`src/rtl/mc_ctrl_pkg.sv`:
```
// Shared encodings for the multicycle control FSM: states, opcodes, ALU ops, operand selects.
// Latency: none (definitions only).
// Backpressure: none (definitions only).
package mc_ctrl_pkg;

    typedef enum logic [2:0] {
        S_IDLE   = 3'd0,
        S_FETCH  = 3'd1,
        S_DECODE = 3'd2,
        S_EXEC   = 3'd3,
        S_MEM    = 3'd4,
        S_WB     = 3'd5
    } state_e;

    localparam logic [6:0] OP_RTYPE  = 7'b0110011;
    localparam logic [6:0] OP_ITYPE  = 7'b0010011;
    localparam logic [6:0] OP_LOAD   = 7'b0000011;
    localparam logic [6:0] OP_STORE  = 7'b0100011;
    localparam logic [6:0] OP_BRANCH = 7'b1100011;
    localparam logic [6:0] OP_JAL    = 7'b1101111;

    localparam logic [1:0] ALU_ADD   = 2'b00;
    localparam logic [1:0] ALU_SUB   = 2'b01;
    localparam logic [1:0] ALU_RTYPE = 2'b10;

    localparam logic [1:0] SRC_A_PC     = 2'b00;
    localparam logic [1:0] SRC_A_RS1    = 2'b01;
    localparam logic [1:0] SRC_A_OLD_PC = 2'b10;

    localparam logic [1:0] SRC_B_RS2  = 2'b00;
    localparam logic [1:0] SRC_B_FOUR = 2'b01;
    localparam logic [1:0] SRC_B_IMM  = 2'b10;

    // True for the opcodes this controller knows how to sequence.
    function automatic logic op_supported(input logic [6:0] op);
        case (op)
            OP_RTYPE, OP_ITYPE, OP_LOAD, OP_STORE, OP_BRANCH, OP_JAL: return 1'b1;
            default:                                                  return 1'b0;
        endcase
    endfunction

endpackage

```
`src/rtl/mc_ctrl_decode.sv`:
```
// Combinational strobe/select decode from FSM state and the opcode in effect (MC_CTRL_MEM_WAIT_EN adds memory waits).
// Latency: 0 cycles, purely combinational.
// Backpressure: with MC_CTRL_MEM_WAIT_EN, mem_go follows mem_ready and gates FETCH writes and MEM completion.
module mc_ctrl_decode
    import mc_ctrl_pkg::*;
(
    input  state_e      state,
    input  logic [6:0]  opcode,
    input  logic        mem_ready,
    output logic        mem_go,
    output logic        pc_write,
    output logic        ir_write,
    output logic        mem_read,
    output logic        mem_write,
    output logic        mem_2_reg,
    output logic        reg_write,
    output logic        branch,
    output logic        jump,
    output logic [1:0]  alu_src_a,
    output logic [1:0]  alu_src_b,
    output logic [1:0]  alu_op,
    output logic        instr_done,
    output logic        illegal
);

`ifdef MC_CTRL_MEM_WAIT_EN
    assign mem_go = mem_ready;
`else
    // Memory is assumed single-cycle; the handshake input is deliberately dropped.
    logic mem_ready_unused;
    assign mem_ready_unused = mem_ready;
    assign mem_go           = 1'b1;
`endif

    // Per-state datapath strobes; everything defaults low so IDLE drives all zeros.
    always_comb begin
        pc_write   = 1'b0;
        ir_write   = 1'b0;
        mem_read   = 1'b0;
        mem_write  = 1'b0;
        mem_2_reg  = 1'b0;
        reg_write  = 1'b0;
        branch     = 1'b0;
        jump       = 1'b0;
        alu_src_a  = SRC_A_PC;
        alu_src_b  = SRC_B_RS2;
        alu_op     = ALU_ADD;
        instr_done = 1'b0;
        illegal    = 1'b0;
        case (state)
            S_FETCH: begin
                mem_read  = 1'b1;
                alu_src_a = SRC_A_PC;
                alu_src_b = SRC_B_FOUR;
                alu_op    = ALU_ADD;
                ir_write  = mem_go;
                pc_write  = mem_go;
            end
            S_DECODE: begin
                // Speculative branch target: old PC + immediate.
                alu_src_a = SRC_A_OLD_PC;
                alu_src_b = SRC_B_IMM;
                alu_op    = ALU_ADD;
                if (!op_supported(opcode)) begin
                    illegal    = 1'b1;
                    instr_done = 1'b1;
                end
            end
            S_EXEC: begin
                case (opcode)
                    OP_RTYPE: begin
                        alu_src_a = SRC_A_RS1;
                        alu_src_b = SRC_B_RS2;
                        alu_op    = ALU_RTYPE;
                    end
                    OP_ITYPE, OP_LOAD, OP_STORE: begin
                        alu_src_a = SRC_A_RS1;
                        alu_src_b = SRC_B_IMM;
                        alu_op    = ALU_ADD;
                    end
                    OP_BRANCH: begin
                        alu_src_a  = SRC_A_RS1;
                        alu_src_b  = SRC_B_RS2;
                        alu_op     = ALU_SUB;
                        branch     = 1'b1;
                        instr_done = 1'b1;
                    end
                    OP_JAL: begin
                        jump       = 1'b1;
                        pc_write   = 1'b1;
                        instr_done = 1'b1;
                    end
                    default: ;
                endcase
            end
            S_MEM: begin
                if (opcode == OP_STORE) begin
                    mem_write  = 1'b1;
                    instr_done = mem_go;
                end else begin
                    mem_read = 1'b1;
                end
            end
            S_WB: begin
                reg_write  = 1'b1;
                mem_2_reg  = (opcode == OP_LOAD);
                instr_done = 1'b1;
            end
            default: ;
        endcase
    end

endmodule

```
`src/rtl/multicycle_control.sv`:
```
// Multicycle RISC-V control FSM (IDLE/FETCH/DECODE/EXEC/MEM/WB); MC_CTRL_MEM_WAIT_EN enables memory wait states.
// Latency: BEQ/JAL 3, R/I/SW 4, LW 5 cycles; illegal opcodes end in DECODE after 2.
// Backpressure: en is sampled only in IDLE and on instr_done; FETCH/MEM stall on mem_ready=0 when waits are enabled.
module multicycle_control
    import mc_ctrl_pkg::*;
(
    input  logic        clk,
    input  logic        arst_n,
    input  logic        en,
    input  logic [6:0]  opcode,
    input  logic        mem_ready,
    output logic        pc_write,
    output logic        ir_write,
    output logic        mem_read,
    output logic        mem_write,
    output logic        mem_2_reg,
    output logic        reg_write,
    output logic        branch,
    output logic        jump,
    output logic [1:0]  alu_src_a,
    output logic [1:0]  alu_src_b,
    output logic [1:0]  alu_op,
    output logic        instr_done,
    output logic        illegal,
    output logic [2:0]  state
);

    state_e     state_q, state_d;
    logic [6:0] opcode_q, opcode_d;
    logic [6:0] opcode_eff;
    logic       mem_go;

    // The opcode is only trusted live during DECODE; afterwards the latched copy rules.
    assign opcode_eff = (state_q == S_DECODE) ? opcode : opcode_q;
    assign state      = state_q;

    mc_ctrl_decode u_decode (
        .state      (state_q),
        .opcode     (opcode_eff),
        .mem_ready  (mem_ready),
        .mem_go     (mem_go),
        .pc_write   (pc_write),
        .ir_write   (ir_write),
        .mem_read   (mem_read),
        .mem_write  (mem_write),
        .mem_2_reg  (mem_2_reg),
        .reg_write  (reg_write),
        .branch     (branch),
        .jump       (jump),
        .alu_src_a  (alu_src_a),
        .alu_src_b  (alu_src_b),
        .alu_op     (alu_op),
        .instr_done (instr_done),
        .illegal    (illegal)
    );

    // Next state: instr_done always takes the end-of-instruction exit, otherwise walk the phases.
    always_comb begin
        state_d  = state_q;
        opcode_d = opcode_q;
        if (state_q == S_DECODE) begin
            opcode_d = opcode;
        end
        if (instr_done) begin
            state_d = en ? S_FETCH : S_IDLE;
        end else begin
            case (state_q)
                S_IDLE:   if (en) state_d = S_FETCH;
                S_FETCH:  if (mem_go) state_d = S_DECODE;
                S_DECODE: state_d = S_EXEC;
                S_EXEC: begin
                    case (opcode_q)
                        OP_RTYPE, OP_ITYPE: state_d = S_WB;
                        OP_LOAD, OP_STORE:  state_d = S_MEM;
                        default:            state_d = S_IDLE;
                    endcase
                end
                S_MEM:    if (mem_go) state_d = S_WB;
                default:  state_d = S_IDLE;
            endcase
        end
    end

    // State and latched opcode; reset abandons any in-flight instruction.
    always_ff @(posedge clk or negedge arst_n) begin
        if (!arst_n) begin
            state_q  <= S_IDLE;
            opcode_q <= '0;
        end else begin
            state_q  <= state_d;
            opcode_q <= opcode_d;
        end
    end

endmodule

```
`config.mk`:
```
export PLATFORM = sky130hd
export DESIGN_NAME = multicycle_control
export DESIGN_NICKNAME = d
export VERILOG_FILES = /design/src/rtl/mc_ctrl_pkg.sv /design/src/rtl/mc_ctrl_decode.sv /design/src/rtl/multicycle_control.sv
export SDC_FILE = /design/constraint.sdc
export NUM_CORES = 1
export LEC_CHECK = 0
export BUFFER_PORTS_ARGS = -buffer_cell sky130_fd_sc_hd__buf_4
export CAP_MARGIN = 20
export CORE_UTILIZATION = 46
export CTS_CLUSTER_SIZE = 12
export DETAILED_ROUTE_END_ITERATION = 8
export PLACE_DENSITY = 0.77
export SLEW_MARGIN = 20
export SYNTH_ARGS = -nofsm -noshare
export SYNTH_HDL_FRONTEND = slang
export SYNTH_SLANG_ARGS = --single-unit
```
`constraint.sdc`:
```
create_clock -name clk -period 2.2 [get_ports clk]
set_clock_uncertainty 0.05 [all_clocks]
set_input_delay 0.22 -clock clk [delete_from_list [all_inputs] [get_ports clk]]
set_output_delay 0.22 -clock clk [all_outputs]
set_load 0.03 [all_outputs]
```
; ---- After elaboration in Yosys (flattened, before gate mapping)
; Index checks and enable logic that the tools add are counted.
; Widths: inputs -> output; s select.
[classes]
mux = 30
reduce_logical = 7
n_eq_ne = 16
[op_table]
columns = op, count
row1 = $eq 7x6->1 const B, 4
row2 = $mux 1, 17
row3 = $pmux 3 s5, 1
row4 = $eq 7x2->1 const B, 2
row5 = $eq 7x5->1 const B, 2
row6 = $eq 7x7->1 const B, 2
row7 = $pmux 2 s2, 2
row8 = $mux 7, 1
row9 = $eq 3x2->1 const B, 2
row10 = $eq 3x3->1 const B, 2
row11 = $mux 3, 2
row12 = $pmux 2 s3, 1
row13 = $pmux 3 s2, 1
row14 = $reduce_or 2->1, 3
row15 = $reduce_or 6->1, 1
row16 = $reduce_or 5->1, 1
row17 = $mux 2, 2
row18 = $pmux 1 s2, 2
row19 = $pmux 1 s4, 1
row20 = $eq 3x1->1 const B, 1
row21 = $logic_not 3->1, 1
row22 = $ne 3x3->1 const B, 1
row23 = $reduce_or 3->1, 1
[totals]
register_bits = 10
in_bits = 11

; ---- Logic depth before layout (Yosys ltp)
[logic_depth]
ltp_word = 9
mapped_depth = 7

; ---- Hierarchy
; Synthesis repeated with hierarchy kept, for this count alone.
[hier_totals]
cells_unflattened = 80
area_unflattened_um2 = 787.0
[by_module_without_submodules]
columns = mod, instances, area_per_inst_um2, seq_area_each_um2, cells_each
row1 = multicycle_control, 1, 479.2, 250.2, 38
row2 = mc_ctrl_decode, 1, 307.8, 0.0, 42

; ---- Worst setup path before layout
; OpenSTA, ideal clock, no wires.
[synth_timing]
path_type = reg-to-output
from = register state_q[0] (netlist: state[0])
to = output port mem_2_reg
stages_incl_launch_ff = 6
setup_slack_ns = -0.526
arrival_time_ns = 2.456
n_path_buf = 2
required_time_ns = 1.930
cell_sequence = dfrtp_1 > buf_6 > or3b_1 > buf_6 > mux2_4 > nor4_1
[synth_between]
elab_chain_cells = 4
elab_cells_between_ends = 5
classes_between = 3 x eq/ne / 2 x mux
[synth_lines]
columns = item, line
row1 = "start, declared", multicycle_control.sv:28  ; state_e state_q, state_d;
row2 = "start signal, assigned", multicycle_control.sv:90  ; state_q <= state_d;
row3 = $eq 3x2->1, multicycle_control.sv:34  ; assign opcode_eff = (state_q == S_DECODE) ? opcode : opcode_q;
row4 = $mux 7, n/a
row5 = $eq 7x2->1, mc_ctrl_decode.sv:106  ; mem_2_reg = (opcode == OP_LOAD);
row6 = $mux 1 *, mc_ctrl_decode.sv:50  ; case (state)
row7 = "end, declared", multicycle_control.sv:16  ; output logic mem_2_reg,
; Mark *: on every way between the ends. The rest lies on a longest branch, timed or not.

; ---- Worst setup path after layout
[layout_timing]
from = register state_q[2] (netlist: state[2])
to = output port alu_src_b[1]
[layout_between]
elab_chain_cells = 6
elab_cells_between_ends = 10
classes_between = 6 x eq/ne / 3 x mux / 1 x reduce/logical
[layout_lines]
columns = item, line
row1 = $eq 3x2->1, "mc_ctrl_decode.sv:50, multicycle_control.sv:34"
row2 = $mux 7, n/a
row3 = $eq 7x5->1 (tied with other cells), mc_ctrl_decode.sv:70  ; case (opcode)
row4 = $reduce_or 3->1, mc_ctrl_decode.sv:70
row5 = $mux 2, mc_ctrl_decode.sv:70
row6 = $pmux 2 s3 *, mc_ctrl_decode.sv:50
row7 = "end, declared", multicycle_control.sv:21  ; output logic [1:0] alu_src_b,
; Marked as above.

==> flow_summary.ini <==
[synth]
synthCells = 80
ys_seq_area_frac = 0.3425
syn-cell-area_um2 = 730.7
ys_warn_count = 0
syn_nets = 91
syn_avg_cell_area_um2 = 9.134
ys_types = 36
synth-seq-cells = 10

[sta]
setup_viol = 1
worst_hold_slack_ps = 135.8
slew_headroom = 0.7043
setup_slack_ps = -82.79
max_freq_mhz = 438.1
min_period_ps = 2283
finalCritPeriodShare = 1.038
tightest_slew_ps = 440.2
slew_viol_final = 0
report.final.hold_viol_count = 0
rsz0062_at_grt = true
tns_ps = -82.79

[cts]
root_buffer = clkbuf_4
cts_buffers = 3
clkSlewWorstSetupHoldPaths_ps = 70
cts_sinks = 10
cts_tree = yes
cts-htree-levels = 1
clk_latency_ps = 270
clk_path_buf_depth = 2

[routing]
drt_iter0_markers = 15
antenna_left = 0
wl_per_cell_um = 14.23
vias_per_cell = 5.659
first_pass_iters = 4
drt_wl_total_um = 1878
vias = 747
drcViolationCount = 0

[final_layout]
final_util = 0.7210
syn2layout_area_growth_pct = 46.92
final_nets = 128
antenna_cells = 0
drive_gt1_frac = 0.5000
postLayoutCellArea_mm2 = 0.001074
final_common_cell = buf_4
most-common-layout-cells = buf_4 (33), dfrtp_1 (9), nor2_1 (8)
nFillCells = 134

[floorplan]
die_y_um = 41.86
dieArea_mm2 = 0.001752
start_util = 0.4908
coreArea_mm2 = 0.001489
num_rows = 14
die_x_um = 41.86
pin_count = 30

[outcome]
violations = setup timing
run_status = finished with violations

[setup_path]
slowest_delay_ps = 430
cp_slowest_cell = or3b_4
path_max_fanout = 3
arrival_ps = 2010
start_kind = register
path_class = reg -> out
cp_cell_sequence = or3b_4 -> mux2_4 -> a211o_1 -> a21oi_4 -> buf_6
endpoint_kind = primary output
crit_required_ps = 1930

[global_routing]
gr-total-overflow = 0
grt_max_degree = 13
antenna_found_initial = 0
grt_first_pass_wirelength_um = 3360
grt_usage = 0.2548
grt_pass1_vias = 750

[placement]
gp_congestion = 0.7448
numPortBuffers = 28
postPlaceCellArea_mm2 = 0.001015
dp_slack_ps = 152.5
dpl.hpwl_um = 1458

[power]
ir_worst_vdd_v = 0.0009393
power.density_mw_per_mm2 = 1404
p_leak_nw = 0.5106

[run]
drv_cap = 0

[worst_hold_path]
hold_path.class = in -> reg
[worst paths after layout]
check	depth (start not counted)	start	slack [ps]	end
max	5	state[2]	-80	alu_src_b[1]
min	2	opcode[1]	140	opcode_q[1]
min reg2reg	1	opcode_q[0]	500	opcode_q[0]
min in group asynchronous	2	arst_n	260	opcode_q[5]
max in group asynchronous	2	arst_n	1680	state[0]
max reg2reg	4	state[2]	560	state[0]
[timing repair]
item / 4_1_cts / 5_1_grt
hold buffers: 1 / 0
pin swaps: 0 / 2
buffers inserted: 0 / 0
setup endpoints to repair: 3 / 4
hold endpoints to repair: 10 / 0
resized for setup: 2 / 2
[routing by layer]
layer / GRT usage / vias to the layer above / part of all wire
li1: - / 362 / -
met1: 0.3222 / 353 / 0.43
met2: 0.4063 / 26 / 0.50
met3: 0.04783 / 6 / 0.051
met4: 0.1419 / 0 / 0.018
met5: 0 / - / 0
[sequential cells by signal, summed over array words and instances, names as in the netlist]
register  count
state         3
opcode_q      7
[power by group]
group,switching [mW],total (mW),internal [mW]
clock,0.0713,0.172,0.101
sequential,0.0996,0.373,0.274
combinational,0.527,0.962,0.435
total,0.698,1.51,0.810
[layout make-up]
class	count	area, µm²	share of cell area
Clock buffer	4	36.28	0.03380
Inverter	4	15.01	0.01399
Multi-Input combinational cell	63	481.7	0.4487
Sequential cell	10	251.5	0.2343
Tap cell	16	20.02	0.01865
Timing Repair Buffer	35	269.0	0.2506
[Yosys cell counts]
master      n  share of area
a2111oi_0   1          0.012
a211o_1     1          0.012
a211oi_1    1          0.010
a21o_1      1          0.010
a21o_2      1          0.012
a21oi_1     4          0.027
a221oi_1    1          0.012
and2_1      1         0.0086
and3_1      1         0.0086
buf_4       1          0.010
buf_6       2          0.031
dfrtp_1    10           0.34
inv_1       4          0.021
mux2_2      5          0.077
mux2_4      2          0.041
nand2_1     5          0.026
nand2b_1    3          0.026
nand3_1     2          0.014
nand3b_1    3          0.031
nand4bb_1   1          0.015
nor2_1      8          0.041
nor3_1      6          0.041
nor3b_1     1          0.010
nor4_1      1         0.0086
nor4b_1     1          0.012
nor4bb_1    1          0.014
o21bai_1    1          0.010
o31ai_1     1          0.010
o41ai_1     1          0.012
or2_2       3          0.026
or2b_2      1          0.012
or3_1       1         0.0086
or3b_1      1          0.012
or4_2       1          0.012
xnor2_1     1          0.012
xor2_1      1          0.012
[logic make-up after synthesis]
logic type                after synthesis  synth area share
DFF                                    10            0.3425
and+or+nand+nor                        41            0.3254
muxes                                   7            0.1181
AOI/OAI and AO/OA                      13            0.1285
buffers and inverters                   7           0.06164
xor gates and xnor gates                2           0.02398
[worst max-delay path: cells and delay by family (launching register included)]
family | cells | cell delay [ps]
and+or+nand+nor | 1 | 430
AOI/OAI and AO/OA | 2 | 430
DFF | 1 | 390
muxes | 1 | 340
buffers and inverters | 1 | 140
[metrics by stage]
| step | instances | power, mW |
|---|---|---|
| 3_3_place_gp | 127 | 1.283 |
| 4_1_cts | 132 | 1.498 |
| 3_5_place_dp | 127 | 1.307 |
| 2_1_floorplan | 80 | 1.051 |
| 5_1_grt | 132 | 1.595 |
| 6_report | 132 | 1.507 |
(Power assumes the default switching activity.)
